File: config.mk
export PLATFORM = sky130hd
export DESIGN_NAME = led_frame_buffer_flat
export DESIGN_NICKNAME = d
export VERILOG_FILES = /design/src/rtl/led_frame_buffer_if.sv /design/src/rtl/led_frame_buffer.sv /design/src/flat_wrapper.sv
export SDC_FILE = /design/constraint.sdc
export NUM_CORES = 1
export LEC_CHECK = 0
export BUFFER_PORTS_ARGS = -buffer_cell sky130_fd_sc_hd__buf_2
export CORE_UTILIZATION = 50
export CTS_BUF_LIST = sky130_fd_sc_hd__clkbuf_16
export CTS_CLUSTER_DIAMETER = 120
export DETAILED_ROUTE_END_ITERATION = 10
export PLACE_DENSITY = 0.78
export SLEW_MARGIN = 20
export SYNTH_ARGS = -nofsm -noshare
export SYNTH_HDL_FRONTEND = slang
export SYNTH_SLANG_ARGS = --single-unit
File: constraint.sdc
create_clock -name clk12MHz -period 5.1 [get_ports clk12MHz]
set_input_delay 1.02 -clock clk12MHz [delete_from_list [all_inputs] [get_ports clk12MHz]]
set_output_delay 1.02 -clock clk12MHz [all_outputs]
set_load 0.01 [all_outputs]
File: src/rtl/led_frame_buffer_if.sv
// CPU/debug-side write port of the LED frame buffer.
// wr_en and commit are single-cycle strobes sampled on every clock; there is no
// ready: every write is accepted, and busy stays high while a commit waits for a frame boundary.
interface led_frame_buffer_if;
    logic       wr_en;
    logic [2:0] wr_addr;
    logic [7:0] wr_data;
    logic       commit;
    logic       busy;

    modport master (
        output wr_en,
        output wr_addr,
        output wr_data,
        output commit,
        input  busy
    );

    modport slave (
        input  wr_en,
        input  wr_addr,
        input  wr_data,
        input  commit,
        output busy
    );
endinterface

File: src/rtl/led_frame_buffer.sv
// Double-buffered 4x8 LED column store with frame-synchronous commit and per-column blink.
// The front buffer only changes on a frame boundary, so the scan stage never shows a torn frame.
module led_frame_buffer #(
    parameter int FRAME_CYCLES = 4096,
    parameter int BLINK_FRAMES = 64
) (
    input  logic                clk12MHz,
    input  logic                reset,
    led_frame_buffer_if.slave   cpu,
    output logic                frame_tick,
    output logic [7:0]          leds1,
    output logic [7:0]          leds2,
    output logic [7:0]          leds3,
    output logic [7:0]          leds4
);
    localparam int FW = $clog2(FRAME_CYCLES);
    localparam int BW = (BLINK_FRAMES > 2) ? $clog2(BLINK_FRAMES) : 1;

    localparam logic [FW-1:0] FRAME_LAST = FW'(FRAME_CYCLES - 1);
    localparam logic [FW-1:0] FRAME_ONE  = FW'(1);
    localparam logic [BW-1:0] BLINK_LAST = BW'(BLINK_FRAMES - 1);
    localparam logic [BW-1:0] BLINK_HALF = BW'(BLINK_FRAMES / 2);
    localparam logic [BW-1:0] BLINK_ONE  = BW'(1);

    logic [FW-1:0] frame_cnt;
    logic [BW-1:0] blink_cnt;
    logic [7:0]    back  [4];
    logic [7:0]    front [4];
    logic [3:0]    blink_mask;
    logic          pending;
    logic          boundary;
    logic          off_phase;
    logic          col_write;
    logic          mask_write;

    assign boundary   = (frame_cnt == FRAME_LAST);
    assign off_phase  = (blink_cnt >= BLINK_HALF);
    assign col_write  = cpu.wr_en && (cpu.wr_addr[2] == 1'b0);
    assign mask_write = cpu.wr_en && (cpu.wr_addr == 3'd4);
    assign cpu.busy   = pending;

    // Frame and blink timebase; blink_cnt advances once per frame.
    always_ff @(posedge clk12MHz or posedge reset) begin
        if (reset) begin
            frame_cnt  <= '0;
            blink_cnt  <= '0;
            frame_tick <= 1'b0;
        end else begin
            frame_tick <= boundary;
            if (boundary) begin
                frame_cnt <= '0;
                blink_cnt <= (blink_cnt == BLINK_LAST) ? '0 : blink_cnt + BLINK_ONE;
            end else begin
                frame_cnt <= frame_cnt + FRAME_ONE;
            end
        end
    end

    // Back buffer and blink mask are written directly by the CPU port.
    always_ff @(posedge clk12MHz or posedge reset) begin
        if (reset) begin
            for (int i = 0; i < 4; i++) begin
                back[i] <= 8'h00;
            end
            blink_mask <= 4'h0;
        end else begin
            if (col_write) begin
                back[cpu.wr_addr[1:0]] <= cpu.wr_data;
            end
            if (mask_write) begin
                blink_mask <= cpu.wr_data[3:0];
            end
        end
    end

    // The copy samples back before this edge's write, so a same-cycle write waits for the next commit.
    always_ff @(posedge clk12MHz or posedge reset) begin
        if (reset) begin
            for (int i = 0; i < 4; i++) begin
                front[i] <= 8'h00;
            end
            pending <= 1'b0;
        end else begin
            if (boundary && pending) begin
                for (int i = 0; i < 4; i++) begin
                    front[i] <= back[i];
                end
                pending <= 1'b0;
            end else if (cpu.commit) begin
                pending <= 1'b1;
            end
        end
    end

    always_ff @(posedge clk12MHz or posedge reset) begin
        if (reset) begin
            leds1 <= 8'h00;
            leds2 <= 8'h00;
            leds3 <= 8'h00;
            leds4 <= 8'h00;
        end else begin
            leds1 <= (blink_mask[0] && off_phase) ? 8'h00 : front[0];
            leds2 <= (blink_mask[1] && off_phase) ? 8'h00 : front[1];
            leds3 <= (blink_mask[2] && off_phase) ? 8'h00 : front[2];
            leds4 <= (blink_mask[3] && off_phase) ? 8'h00 : front[3];
        end
    end
endmodule

File: src/flat_wrapper.sv
// flat-port wrapper written by rule: the top's interface ports become plain ports
module led_frame_buffer_flat 
#(
    parameter int FRAME_CYCLES = 4096,
    parameter int BLINK_FRAMES = 64
)
  (clk12MHz, reset, frame_tick, leds1, leds2, leds3, leds4, cpu_wr_en, cpu_wr_addr, cpu_wr_data, cpu_commit, cpu_busy);
  led_frame_buffer_if cpu_i ();
  input  logic clk12MHz;
  input  logic reset;
  output logic frame_tick;
  output logic [7:0] leds1;
  output logic [7:0] leds2;
  output logic [7:0] leds3;
  output logic [7:0] leds4;
  input wire logic [$bits(cpu_i.wr_en)-1:0] cpu_wr_en;
  input wire logic [$bits(cpu_i.wr_addr)-1:0] cpu_wr_addr;
  input wire logic [$bits(cpu_i.wr_data)-1:0] cpu_wr_data;
  input wire logic [$bits(cpu_i.commit)-1:0] cpu_commit;
  output wire logic [$bits(cpu_i.busy)-1:0] cpu_busy;
  assign cpu_i.wr_en = cpu_wr_en;
  assign cpu_i.wr_addr = cpu_wr_addr;
  assign cpu_i.wr_data = cpu_wr_data;
  assign cpu_i.commit = cpu_commit;
  assign cpu_busy = cpu_i.busy;
  led_frame_buffer #(.FRAME_CYCLES(FRAME_CYCLES), .BLINK_FRAMES(BLINK_FRAMES)) u_core (.clk12MHz(clk12MHz), .reset(reset), .cpu(cpu_i), .frame_tick(frame_tick), .leds1(leds1), .leds2(leds2), .leds3(leds3), .leds4(leds4));
endmodule
# Word level (Yosys, flattened, before mapping)
# Index checks and enable logic that the tools add are counted.
# totals
reg_bits,120
latchBits,0
mem_bits_rw,0
mem_bits_ro,0
in_bits,15
output_inout_bits,34
word_cells,47
n_memories,0
# classes
addsub,2
multipliers,0
div,0
n_lt_le_gt_ge,3
eq_ne,3
n_shift,0
mux,11
bitwise,2
reduce_logical,9
# op_table
operator,count
$mux W8,5
$bwmux W32,1
$demux W8 S2,1
$add A12 B1 Y12 const B,1
$eq A12 B12 Y1 const B,1
$mux W12,1
$logic_and A1 B1 Y1,8
$add A6 B1 Y6 const B,1
$eq A6 B6 Y1 const B,1
$ge A6 B6 Y1 const B,1
$mux W6,1
$eq A3 B3 Y1 const B,1
$ge A3 B3 Y1 const B,1
$lt A3 B1 Y1 const B,1
$not A2 Y3,1
$mux W1,2
$reduce_bool A2 Y1,1
$not A1 Y1,1

# Depth between registers and ports, before layout
# depth
ltp_word,6
mapped_depth,8
ltp_nobuf,5

# Worst setup path before layout
# OpenSTA, ideal clock, no wires.
# synth_timing
path_type,input port to flip-flop
from,in cpu_wr_addr[0]
to,reg u_core.back[24] (netlist bit)
setup_ns,0.125
arrival_ns,2.031
required_time_ns,4.975
path_slack_ns,2.945
cell_stages,2
path_buffers,0
path_cell_list,nor4b_2 -> mux2_2
# synth_between
elab_chain_cells,6
word_cells_on_any_way,7
classes_between,2 x order compare; 3 x mux; 1 x bitwise; 1 x reduce/logical
# synth_rtl
element,line,source
"start, declared",flat_wrapper.sv:17,input wire logic [$bits(cpu_i.wr_addr)-1:0] cpu_wr_addr;
$not A2 Y3 (implied by the code) (*),led_frame_buffer.sv:68,back[cpu.wr_addr[1:0]] <= cpu.wr_data;
$ge A3 B3 Y1 (implied by the code) / $lt A3 B1 Y1 (equally long branches),led_frame_buffer.sv:68,
$logic_and A1 B1 Y1 (implied by the code),led_frame_buffer.sv:68,
$mux W8 (implied by the code),led_frame_buffer.sv:68,
$demux W8 S2 (*),led_frame_buffer.sv:68,
$bwmux W32 (*),led_frame_buffer.sv:68,
"end signal, assigned by index",led_frame_buffer.sv:68,
"end, declared",led_frame_buffer.sv:27,logic [7:0] back [4];
# Mark *: on every way between the ends. The rest lies on a longest branch, timed or not.
# A chain may end at the register's enable or synchronous reset.

# Final worst setup path
# layout_timing
from,reg u_core.frame_cnt[0]
to,reg u_core.front[5] (netlist bit)
# layout_between
elab_chain_cells,2
# layout_rtl
element,line,source
"start, declared",led_frame_buffer.sv:25,logic [FW-1:0] frame_cnt;
"start signal, assigned",led_frame_buffer.sv:54,frame_cnt <= frame_cnt + FRAME_ONE;
$eq A12 B12 Y1,led_frame_buffer.sv:36,assign boundary = (frame_cnt == FRAME_LAST);
$logic_and A1 B1 Y1,led_frame_buffer.sv:84,if (boundary && pending) begin
"end signal, assigned by index",led_frame_buffer.sv:86,front[i] <= back[i];
"end, declared",led_frame_buffer.sv:28,logic [7:0] front [4];
# Every way passes these cells.

==> run_results.csv <==
group,metric,value,unit
route,ant_nets,0,
floorplanning,num_rows,34,
timing,finalCriticalPeriod,2.58,ns
critical_path,worstSetupPathDepth,5,
synth,ys_ff_latch,120,
floorplanning,core_region_area,8810,um2
synth,synthTopCellsByArea,"dfrtp_1, mux2_2, mux2_4",
critical_path,crit_family,"simple AND/OR/NAND/NOR gates",
placed_design,hpwl,4.98,mm
route,drt-wirelength-per-cell,16.9,um
synth,postSynthCellCount,300,
synth,async_flop_share,100,%
timing,slew_violations,0,
flow_run,max_cap_viol_count,0,
placed_design,placed_area,4950,um2
timing,min_period_over_period,50.6,%
timing,whs,0.467,ns
min_path,hold_path.class,"flip-flop to flip-flop",
route,via_per_inst,5.28,
min_path,hp-start,"u_core.blink_cnt[4]",
critical_path,worst-path-buf-inv,0,
global_route,grt_max_degree,67,
clock_network,postCtsSetupBuffers,0,
timing,setup-violations-final,0,
clock_network,cts_resized,0,
placed_design,gp_congestion,0.779,
placed_design,place_ws,2.52,ns
power_and_ir_drop,vdd_drop_max,0.275,mV
global_route,grt_overflow,0,
synth,yosysUniqueCellTypes,32,
global_route,antenna_found_initial,0,
clock_network,cts_max_level,4,
critical_path,cp-start-kind,"flip-flop",
critical_path,criticalPathCategory,"flip-flop to flip-flop",
clock_network,postCtsHoldBufs,0,
critical_path,cp.arrival,2.87,ns
layout,design_area,5530,um2
synth,yosysWarnings,0,
floorplanning,start_util,52.4,%
clock_network,cts_sinks,120,
synth,synth_fp_nets,318,
global_route,first_global_vias,2638,
synth,synth_top_area_share,65.1,%
timing,rsz0062_at_grt,"false",
critical_path,worst_ep_required_time,5.39,ns
route,wirelength,8.11,mm
placed_design,numPortBuffers,48,
critical_path,worstRegToRegCells,5,
floorplanning,fp.dieH,98.0,um
layout,drive_above_1_share,40.8,%
synth,synth.largest_area_cell,"dfrtp_1",
clock_network,clockBufferDepth,2,
layout,area_growth,20.0,%
global_route,grt_first_pass_wirelength,13.7,mm
layout,fillers,637,
timing,hold_viol,0,
floorplanning,ioPinCount,49,
critical_path,worstSetupEndpointType,"flip-flop",
critical_path,max_stage_delay,0.60,ns
synth,synth_most_common_cell,"dfrtp_1",
synth,synth_edf_count,0,
synth,synth_common_cells,"dfrtp_1, mux2_2, and2_1",
route,dr.pass1.iters,7,
clock_network,cts_tree,"built",
layout,nets,378,
timing,worst_pin_slew,0.995,ns
status,violations,"design-rule violations",
synth,ys_seq_area_share,65.1,%
route,drcViolationCount,2,
clock_network,clkLatencyLatePin,0.41,ns
critical_path,path_max_fanout,33,
timing,fmax,387,MHz
synth,postSynthAreaPerCell,15.4,um2
route,first_iter_violations,128,
timing,finalSetupTns,0,ns
layout,num_antenna_cells,0,
critical_path,path_cells,"ha_1 -> and3_1 -> and4_1 -> nand2_4 -> mux2_4",
clock_network,clk_pin_slew,0.06,ns
critical_path,crit_slowest_cell,"and4_1",
global_route,grtUsageTotal,19.1,%
power_and_ir_drop,p_leak,2.85,nW
synth,synthFlopType,"dfrtp_1",
critical_path,r2r_start,"u_core.frame_cnt[0]",
status,run_status,"finished, violations left",
timing,skew,0.0120,ns
power_and_ir_drop,p_per_area,420,nW/um2
critical_path,startpoint,"u_core.frame_cnt[0]",
timing,slew_headroom,33.5,%
route,routed-via-count,2541,
floorplanning,die_area,9610,um2
min_path,hold_depth,1,
timing,worst_slack,2.52,ns
clock_network,cts_root_buffer,"clkbuf_16",
floorplanning,die_w,98.0,um
synth,synth_area,4610,um2
power_and_ir_drop,power.total,2.32,mW
clock_network,numCtsBuffers,17,
## cells by family after synthesis
logic type | Yosys count | share of synthesized area, %
compound gates | 16 | 2.36
xor+xnor | 9 | 1.71
fa+ha+maj | 3 | 0.814
buf+inv | 14 | 1.84
flops | 120 | 65.1
mux | 68 | 19.0
simple gates | 70 | 9.20
## where the power goes
part / switching, mW / internal [mW]
registers: 0.0328 / 1.02
logic: 0.0447 / 0.0560
clock network: 0.414 / 0.759
total: 0.491 / 1.83
## placed cells by master (no fill, tap or decap), types with 4 or more instances in the layout
master,Yosys,layout
clkbuf_16,0,17
dfrtp_1,120,120
xnor2_1,5,5
buf_2,2,48
inv_1,3,4
and3_1,4,4
nand3_1,5,5
nand2_1,11,11
mux2_4,29,29
xor2_1,4,4
nor2_1,4,4
mux2_2,39,39
and2_1,32,32
buf_4,2,4
o21ai_0,6,6
## state kept, by name, summed over array words and instances, names as in the netlist, 6 cells and up
register and cells:
u_core.blink_cnt 6, u_core.frame_cnt 12, u_core.leds2 8, u_core.back 32, u_core.front 32, u_core.leds1 8
u_core.leds3 8, u_core.leds4 8
## final timing paths
path | endpoint | slack, ns
max | u_core.front[5] | 2.52
min | u_core.blink_cnt[4] | 0.47
max reg2reg | u_core.front[5] | 2.52
min reg2reg | u_core.blink_cnt[4] | 0.47
max in group asynchronous | u_core.front[31] | 3.71
min in group asynchronous | u_core.front[9] | 0.81
## per-layer routing
layer	up-vias	GRT usage [%]	part of all wire, %
li1	1163	-	-
met1	1309	26.0	47
met2	55	28.8	47
met3	14	5.08	4.0
met4	0	8.74	1.6
met5	-	0	0
## cell type report
class	instances	area (um2)	share of cell area, %
multi-input cells	166	1520	27.5
well taps	108	135	2.44
repair buffers	52	270	4.88
inverters	3	13.8	0.249
clock buffers	17	425	7.69
clock inverters	15	161	2.92
flip-flops and latches	120	3000	54.3
## through the flow
stage | cells | util [%]
final | 481 | 62.8
after global routing | 481 | 62.8
after CTS | 481 | 62.8
after detailed placement | 449 | 56.2
after global placement | 449 | 56.2
after floorplan | 300 | -
No activity file was read; power rests on OpenSTA's default activity.
